## config.mk

```make
export PLATFORM = sky130hd
export DESIGN_NAME = operand_fetch_stage
export DESIGN_NICKNAME = d
export VERILOG_FILES = /design/src/rtl/tinyv_pkg.sv /design/src/rtl/imm_gen.sv /design/src/rtl/operand_fetch_stage.sv
export SDC_FILE = /design/constraint.sdc
export NUM_CORES = 1
export LEC_CHECK = 0
export ABC_AREA = 1
export CORE_UTILIZATION = 25
export CTS_CLUSTER_SIZE = 12
export DETAILED_ROUTE_END_ITERATION = 12
export GPL_TIMING_DRIVEN = 0
export SYNTH_ARGS = -nofsm -noshare
export SYNTH_HDL_FRONTEND = slang
export SYNTH_SLANG_ARGS = --single-unit
export TNS_END_PERCENT = 100
```

## constraint.sdc

```tcl
create_clock -name clk -period 5.07 [get_ports clk]
set_clock_uncertainty 0.1 [all_clocks]
set_input_delay 1.014 -clock clk [delete_from_list [all_inputs] [get_ports clk]]
set_output_delay 1.014 -clock clk [all_outputs]
set_load 0.1 [all_outputs]
```

## src/rtl/tinyv_pkg.sv

```systemverilog
// ============================================================================
//  Module      : tinyv_pkg
//  Description : Shared TinyV decode definitions: RV32I opcodes, immediate
//                format selector and the ID/EX pipeline payload.
//  Revision    : 1.0  initial release
// ============================================================================
`default_nettype none

`ifndef DATA_WIDTH
`define DATA_WIDTH 32
`endif

`ifndef REG_ADDR_WIDTH
`define REG_ADDR_WIDTH 5
`endif

package tinyv_pkg;

    localparam int c_XLEN   = `DATA_WIDTH;
    localparam int c_REG_AW = `REG_ADDR_WIDTH;

    // RV32I base opcodes handled by the decode stage
    localparam logic [6:0] OPC_OP     = 7'b0110011;
    localparam logic [6:0] OPC_OP_IMM = 7'b0010011;
    localparam logic [6:0] OPC_LOAD   = 7'b0000011;
    localparam logic [6:0] OPC_STORE  = 7'b0100011;
    localparam logic [6:0] OPC_BRANCH = 7'b1100011;
    localparam logic [6:0] OPC_JAL    = 7'b1101111;
    localparam logic [6:0] OPC_JALR   = 7'b1100111;
    localparam logic [6:0] OPC_LUI    = 7'b0110111;
    localparam logic [6:0] OPC_AUIPC  = 7'b0010111;

    typedef enum logic [2:0] {
        IMM_NONE = 3'd0,
        IMM_I    = 3'd1,
        IMM_S    = 3'd2,
        IMM_B    = 3'd3,
        IMM_U    = 3'd4,
        IMM_J    = 3'd5
    } imm_fmt_e;

    typedef struct packed {
        logic [c_XLEN-1:0]   pc;
        logic [31:0]         instr;
        logic [c_XLEN-1:0]   rs1_val;
        logic [c_XLEN-1:0]   rs2_val;
        logic [c_XLEN-1:0]   imm;
        logic [c_REG_AW-1:0] rd;
        logic                illegal;
    } id_ex_t;

endpackage : tinyv_pkg

`default_nettype wire

```

## src/rtl/imm_gen.sv

```systemverilog
// ============================================================================
//  Module      : imm_gen
//  Description : Combinational RV32I immediate generator. Selects the
//                immediate layout by format and sign-extends from instr[31].
//  Revision    : 1.0  initial release
// ============================================================================
`default_nettype none

module imm_gen
    import tinyv_pkg::*;
#(
    parameter int DATA_WIDTH = `DATA_WIDTH
) (
    input  logic [31:0]           i_instr,
    input  imm_fmt_e              i_fmt,
    output logic [DATA_WIDTH-1:0] o_imm
);

    logic [31:0] w_imm32;

    // Reassemble the scattered immediate fields for each instruction format
    always_comb begin
        w_imm32 = '0;
        case (i_fmt)
            IMM_I:   w_imm32 = {{20{i_instr[31]}}, i_instr[31:20]};
            IMM_S:   w_imm32 = {{20{i_instr[31]}}, i_instr[31:25], i_instr[11:7]};
            IMM_B:   w_imm32 = {{19{i_instr[31]}}, i_instr[31], i_instr[7],
                                i_instr[30:25], i_instr[11:8], 1'b0};
            IMM_U:   w_imm32 = {i_instr[31:12], 12'b0};
            IMM_J:   w_imm32 = {{11{i_instr[31]}}, i_instr[31], i_instr[19:12],
                                i_instr[20], i_instr[30:21], 1'b0};
            default: w_imm32 = '0;
        endcase
    end

    // Signed size cast widens to the datapath while keeping the sign
    assign o_imm = DATA_WIDTH'($signed(w_imm32));

endmodule : imm_gen

`default_nettype wire

```

## src/rtl/operand_fetch_stage.sv

```systemverilog
// ============================================================================
//  Module      : operand_fetch_stage
//  Description : TinyV decode / operand-fetch stage. Decodes the instruction,
//                drives regfile read addresses, resolves operands through
//                EX/WB forwarding, stalls on load-use and registers the
//                result in a valid/ready ID/EX register.
//  Revision    : 1.0  initial release
// ============================================================================
`default_nettype none

module operand_fetch_stage
    import tinyv_pkg::*;
#(
    parameter int DATA_WIDTH     = `DATA_WIDTH,
    parameter int REG_ADDR_WIDTH = `REG_ADDR_WIDTH
) (
    input  logic                      clk,
    input  logic                      reset,
    input  logic                      in_valid,
    output logic                      in_ready,
    input  logic [31:0]               in_instr,
    input  logic [DATA_WIDTH-1:0]     in_pc,
    output logic [REG_ADDR_WIDTH-1:0] addr_rs1,
    output logic [REG_ADDR_WIDTH-1:0] addr_rs2,
    input  logic [DATA_WIDTH-1:0]     rs1_data,
    input  logic [DATA_WIDTH-1:0]     rs2_data,
    input  logic                      ex_fwd_valid,
    input  logic                      ex_fwd_is_load,
    input  logic [REG_ADDR_WIDTH-1:0] ex_fwd_rd,
    input  logic [DATA_WIDTH-1:0]     ex_fwd_data,
    input  logic                      wb_we,
    input  logic [REG_ADDR_WIDTH-1:0] wb_rd,
    input  logic [DATA_WIDTH-1:0]     wb_data,
    input  logic                      flush,
    output logic                      out_valid,
    input  logic                      out_ready,
    output logic [DATA_WIDTH-1:0]     out_pc,
    output logic [31:0]               out_instr,
    output logic [DATA_WIDTH-1:0]     out_rs1_val,
    output logic [DATA_WIDTH-1:0]     out_rs2_val,
    output logic [DATA_WIDTH-1:0]     out_imm,
    output logic [REG_ADDR_WIDTH-1:0] out_rd,
    output logic                      out_illegal
);

    logic [6:0]                w_opcode;
    logic [REG_ADDR_WIDTH-1:0] w_rs1;
    logic [REG_ADDR_WIDTH-1:0] w_rs2;
    logic                      w_uses_rs1;
    logic                      w_uses_rs2;
    logic                      w_writes_rd;
    logic                      w_illegal;
    imm_fmt_e                  w_fmt;
    logic [DATA_WIDTH-1:0]     w_imm;
    logic [DATA_WIDTH-1:0]     w_rs1_val;
    logic [DATA_WIDTH-1:0]     w_rs2_val;
    logic                      w_hazard;
    logic                      w_advance;
    logic                      w_take;
    id_ex_t                    w_next;
    id_ex_t                    r_payload;
    logic                      r_valid;

    assign w_opcode = in_instr[6:0];
    assign w_rs1    = in_instr[19:15];
    assign w_rs2    = in_instr[24:20];
    assign addr_rs1 = w_rs1;
    assign addr_rs2 = w_rs2;

    // Opcode decode: source usage, destination write, immediate format
    always_comb begin
        w_uses_rs1  = 1'b0;
        w_uses_rs2  = 1'b0;
        w_writes_rd = 1'b0;
        w_illegal   = 1'b0;
        w_fmt       = IMM_NONE;
        case (w_opcode)
            OPC_OP:     begin w_uses_rs1 = 1'b1; w_uses_rs2 = 1'b1; w_writes_rd = 1'b1; end
            OPC_OP_IMM: begin w_uses_rs1 = 1'b1; w_writes_rd = 1'b1; w_fmt = IMM_I; end
            OPC_LOAD:   begin w_uses_rs1 = 1'b1; w_writes_rd = 1'b1; w_fmt = IMM_I; end
            OPC_STORE:  begin w_uses_rs1 = 1'b1; w_uses_rs2 = 1'b1; w_fmt = IMM_S; end
            OPC_BRANCH: begin w_uses_rs1 = 1'b1; w_uses_rs2 = 1'b1; w_fmt = IMM_B; end
            OPC_JALR:   begin w_uses_rs1 = 1'b1; w_writes_rd = 1'b1; w_fmt = IMM_I; end
            OPC_JAL:    begin w_writes_rd = 1'b1; w_fmt = IMM_J; end
            OPC_LUI:    begin w_writes_rd = 1'b1; w_fmt = IMM_U; end
            OPC_AUIPC:  begin w_writes_rd = 1'b1; w_fmt = IMM_U; end
            default:    w_illegal = 1'b1;
        endcase
    end

    imm_gen #(
        .DATA_WIDTH (DATA_WIDTH)
    ) u_imm_gen (
        .i_instr (in_instr),
        .i_fmt   (w_fmt),
        .o_imm   (w_imm)
    );

    // x0 reads zero; a completed EX result beats the older WB value, which
    // must be bypassed because the regfile write lands on the same edge
    function automatic logic [DATA_WIDTH-1:0] resolve(
        input logic [REG_ADDR_WIDTH-1:0] idx,
        input logic [DATA_WIDTH-1:0]     rf_val,
        input logic                      ex_ok,
        input logic [REG_ADDR_WIDTH-1:0] ex_rd,
        input logic [DATA_WIDTH-1:0]     ex_val,
        input logic                      wb_ok,
        input logic [REG_ADDR_WIDTH-1:0] wb_idx,
        input logic [DATA_WIDTH-1:0]     wb_val
    );
        if (idx == '0)                     return '0;
        else if (ex_ok && (ex_rd == idx))  return ex_val;
        else if (wb_ok && (wb_idx == idx)) return wb_val;
        else                               return rf_val;
    endfunction

    // Operand resolution for both sources
    always_comb begin
        w_rs1_val = resolve(w_rs1, rs1_data, ex_fwd_valid && !ex_fwd_is_load, ex_fwd_rd,
                            ex_fwd_data, wb_we, wb_rd, wb_data);
        w_rs2_val = resolve(w_rs2, rs2_data, ex_fwd_valid && !ex_fwd_is_load, ex_fwd_rd,
                            ex_fwd_data, wb_we, wb_rd, wb_data);
    end

    // A load in EX whose data a used source needs forces a one-cycle bubble
    assign w_hazard = in_valid && ex_fwd_valid && ex_fwd_is_load && (ex_fwd_rd != '0) &&
                      ((w_uses_rs1 && (w_rs1 == ex_fwd_rd)) ||
                       (w_uses_rs2 && (w_rs2 == ex_fwd_rd)));

    assign w_advance = !r_valid || out_ready;
    assign w_take    = in_valid && !w_hazard;
    assign in_ready  = reset && w_advance && !w_hazard && !flush;

    // Payload captured into the ID/EX register
    always_comb begin
        w_next         = '0;
        w_next.pc      = in_pc;
        w_next.instr   = in_instr;
        w_next.rs1_val = w_rs1_val;
        w_next.rs2_val = w_rs2_val;
        w_next.imm     = w_illegal ? '0 : w_imm;
        w_next.rd      = w_writes_rd ? in_instr[11:7] : '0;
        w_next.illegal = w_illegal;
    end

    // ID/EX register: flush kills, stall holds, hazard inserts a bubble
    always_ff @(posedge clk or negedge reset) begin
        if (!reset) begin
            r_valid   <= 1'b0;
            r_payload <= '0;
        end else if (flush) begin
            r_valid   <= 1'b0;
        end else if (w_advance) begin
            r_valid <= w_take;
            if (w_take) begin
                r_payload <= w_next;
            end
        end
    end

    assign out_valid   = r_valid;
    assign out_pc      = r_payload.pc;
    assign out_instr   = r_payload.instr;
    assign out_rs1_val = r_payload.rs1_val;
    assign out_rs2_val = r_payload.rs2_val;
    assign out_imm     = r_payload.imm;
    assign out_rd      = r_payload.rd;
    assign out_illegal = r_payload.illegal;

endmodule : operand_fetch_stage

`default_nettype wire

```

==> impl_summary.txt <==
----------------------------------------------------
[STA]
  Headroom to the max-slew limit ... between 10% and 20%
  Actual slew at the worst max-slew pin ... 1.265 ns
  Shortest clock period the worst path allows after layout ... about 4.8 ns
  Top achievable clock speed ... 0.2083 GHz
  Tcrit/Tclk final ... 94.68%
  Number of pins with negative max-slew slack in the final report ... 0
  Setup-violating endpoint count in the final report ... 0
  Final setup TNS ... 0 ns
  Final hold violation count ... 0
  Unrepaired setup endpoints after global routing ... no

[Final layout]
  Share of cells above drive strength 1 ... 4.070%
  Area Growth Syn to Fin ... 50.58%
  Antenna Diode Count ... 0
  Final net count ... 2140
  Number of standard cells in the final layout excluding fillers ... 2466

[Worst setup path]
  Number of buffers and inverters on the critical path ... 3
  Data arrival at the endpoint of the critical path ... 3.69 ns
  Critical setup path kind ... in -> out
  Crit path capture type ... output pin
  Critical-path cell with the highest stage delay ... clkdlybuf4s50_1
  Dominant delay contributor by cell family on the critical path ... buffers and inverters
  Critical path cell sequence ... clkdlybuf4s50_1, xnor2_1, nand3_1, nor2_4, nand2_1, nand2_1, nand2_2, clkbuf_1, and3_1, buf_2
  Highest fanout seen on the critical path ... 10
  Maximum single-stage delay on the critical path ... roughly 0.67 ns
  Critical path required time ... between 3 and 4 ns
  Most common cell type on the critical path ... nand2_1
  Crit start category ... input port

[CTS]
  Clock latency reported for the late side of the worst-skew pair ... 0.45 ns
  CTS max path bufs ... 2
  CTS Root Cell ... clkbuf_16
  Count of buffers added by post-CTS timing repair for setup ... 0
  Maximum level of the CTS H-tree ... 4
  Clock input transition at the sequential cells of the worst setup and hold paths ... 0.07 ns
  Clock tree from TritonCTS ... built
  Cts bufs inserted ... 17
  Number of clock sinks ... 167

[Global route]
  Largest net degree at the start of global routing ... 106
  Via count of the first global-routing pass ... around 12k
  First-pass GRT wire length ... 69830 um
  Antenna violations before repair ... 0
  GRT Overall Usage ... 22.43%
  GRT Residual Overflow ... 0

[Flow run]
  Number of maximum-capacitance constraint violations ... 0

[Yosys]
  EDFF count, synth ... 0
  Post-Synthesis Mean Instance Area ... 6.615 um2
  Distinct cell type count after synthesis ... 26
  Primary flip-flop cell chosen by synthesis mapping ... dfrtp_1
  Share of the synthesized area in the top cell type ... 41.35%
  Flops & latches, synth ... 167
  Biggest area contributors in the synthesized netlist ... dfrtp_1 (41%), nand2_1 (24%), nand3_1 (9.3%), nand4_1 (9.0%), nor2_1 (5.7%)
  Count leader, synth ... nand2_1
  Synth area leader ... dfrtp_1
  Async set or reset register ratio after synthesis ... 100.0%
  Share of the yosys chip area belonging to registers ... between 40% and 50%
  Synthesized cell area ... 10110 um2
  Total number of yosys warnings ... 0
  Cell count after synthesis ... 1528
  List of most frequent post-synthesis cells ... nand2_1 (633), nand3_1 (187), dfrtp_1 (167)
  Total nets after synthesis ... roughly 1.7k

[Placement]
  Port Buffers ... 382
  Placed wire-length estimate after detailed placement ... 36300 um
  Final GP Congestion ... 0.9181
  Placed cells ... 2436

[Routing]
  Vias per std cell ... 4.841
  Detail Route Antenna Nets ... 0
  Total Wirelength ... 46350 um
  Vias ... 11.94k
  Number of design rule violations left after detail routing ... 0
  Final routed wire length divided by cell count ... roughly 19 um
  Starting DRC count in detailed routing ... around 750
  TritonRoute pass-1 iters ... 7

[Pwr]
  Maximum vdd drop ... 204.3 uV
  Cell Pwr Density ... between 300 and 400 nW/um2
  Total power consumption of the routed design ... 5.417 mW
  Lkg Pwr ... slightly below 8 nW

[Hold path]
  Type of the worst min-delay path ... reg -> reg

[Floorplanning]
  Total number of placement rows ... 73
  Width of the die ... 203.1 um
  Die footprint ... about 41000 um2
  Initial core utilization ... about a quarter
  Die Height ... 203.1 um
  Number of placed I/O pins ... approximately 390
  Core Region ... ~40000 um2

[Run status]
  Outcome ... completed

----------------------------------------------------
-- power by group --
group          switching [mW]  internal, mW
Combinational            1.85         0.588
Sequential              0.110          1.50
Clock                   0.620         0.744
Total                    2.58          2.83
-- cell type report --
cell class / count / area, um2
repair buffers: 383 / 3859
clock buffers: 18 / 439.2
inverters: 69 / 259.0
clock inverters: 12 / 145.1
plain buffers: 133 / 610.6
multi-input cells: 1159 / 5071
flip-flops and latches: 167 / 4179
fillers: 4254 / 24600
well taps: 525 / 656.9
-- metrics by stage --
stage | setup WS [ns] | hold WS [ns] | utilization [%] | area [um2]
3_5_place_dp | -0.6323 | 0.3581 | 36.71 | 14620
2_1_floorplan | 1.115 | 0.6184 | - | 10110
5_1_grt | 0.1048 | 0.3871 | 38.22 | 15220
6_report | 0.2696 | 0.3708 | 38.22 | 15220
3_3_place_gp | -5.316 | 0.3526 | 36.63 | 14590
4_1_cts | 0.02153 | 0.3748 | 38.20 | 15210
-- cell families after synthesis --
| kind of cell | share of synthesized area (%) |
|---|---|
| buffers and inverters | 8.604 |
| AOI/OAI and AO/OA | 1.659 |
| and+or+nand+nor | 48.22 |
| DFF | 41.35 |
| xor gates and xnor gates | 0.1733 |
-- placed cells by master, fill, tap and decap left out, drive strengths merged --
cell type,netlist,routed
and3,1,1
o21ai,3,3
nor2,154,154
a21boi,8,8
clkbuf,91,109
clkdlybuf4s50,0,377
bufinv,0,2
clkinv,0,3
o2111ai,1,1
clkinvlp,0,3
nand2,634,634
dfrtp,167,167
buf,42,45
dlymetal6s2s,0,3
inv,69,73
nand4,145,145
a21oi,16,16
xnor2,2,2
nand3,188,188
nor3,7,7
-- final timing paths --
check	startpoint	end	slack (ns)	cells past startpoint
hold reg to reg	out_rd[1]	out_rd[1]	0.37	2
min in group asynchronous	reset	out_instr[0]	0.40	1
setup reg to reg	out_valid	out_instr[30]	2.10	5
hold / removal	out_rd[1]	out_rd[1]	0.37	2
setup / recovery	in_instr[19]	in_ready	0.27	10
max in group asynchronous	reset	out_rs2_val[19]	3.52	2
-- layer usage --
| metal | track usage, % | share of wire [%] | vias to the layer above |
|---|---|---|---|
| met4 | 8.673 | 3.0 | 0 |
| met3 | 5.650 | 8.6 | 83 |
| met1 | 27.65 | 42 | 5539 |
| li1 | - | - | 5747 |
| met2 | 37.40 | 47 | 570 |
| met5 | 0 | 0 | - |
-- registers in the layout (all words and copies together), names as in the netlist --
| name | cells |
|---|---|
| out_rs1_val | 32 |
| out_instr | 32 |
| out_rd | 5 |
| out_imm | 32 |
| out_valid | 1 |
| out_illegal | 1 |
| out_pc | 32 |
| out_rs2_val | 32 |
-- timing repair --
| item | 4_1_cts | 5_1_grt |
|---|---|---|
| hold buffers | 0 | 0 |
| gates resized for setup | 5 | 6 |
| hold endpoints to repair | 0 | 0 |
| endpoints found under the setup margin | 1 | 1 |
-- worst register-to-register path: stages (launching register included) --
cell,delay (ns)
dfrtp_1,0.39
a21oi_1,0.73
clkbuf_1,0.74
clkbuf_1,0.51
nand4_1,0.29
nand2_1,0.14
No activity file was read; power rests on OpenSTA's default activity.
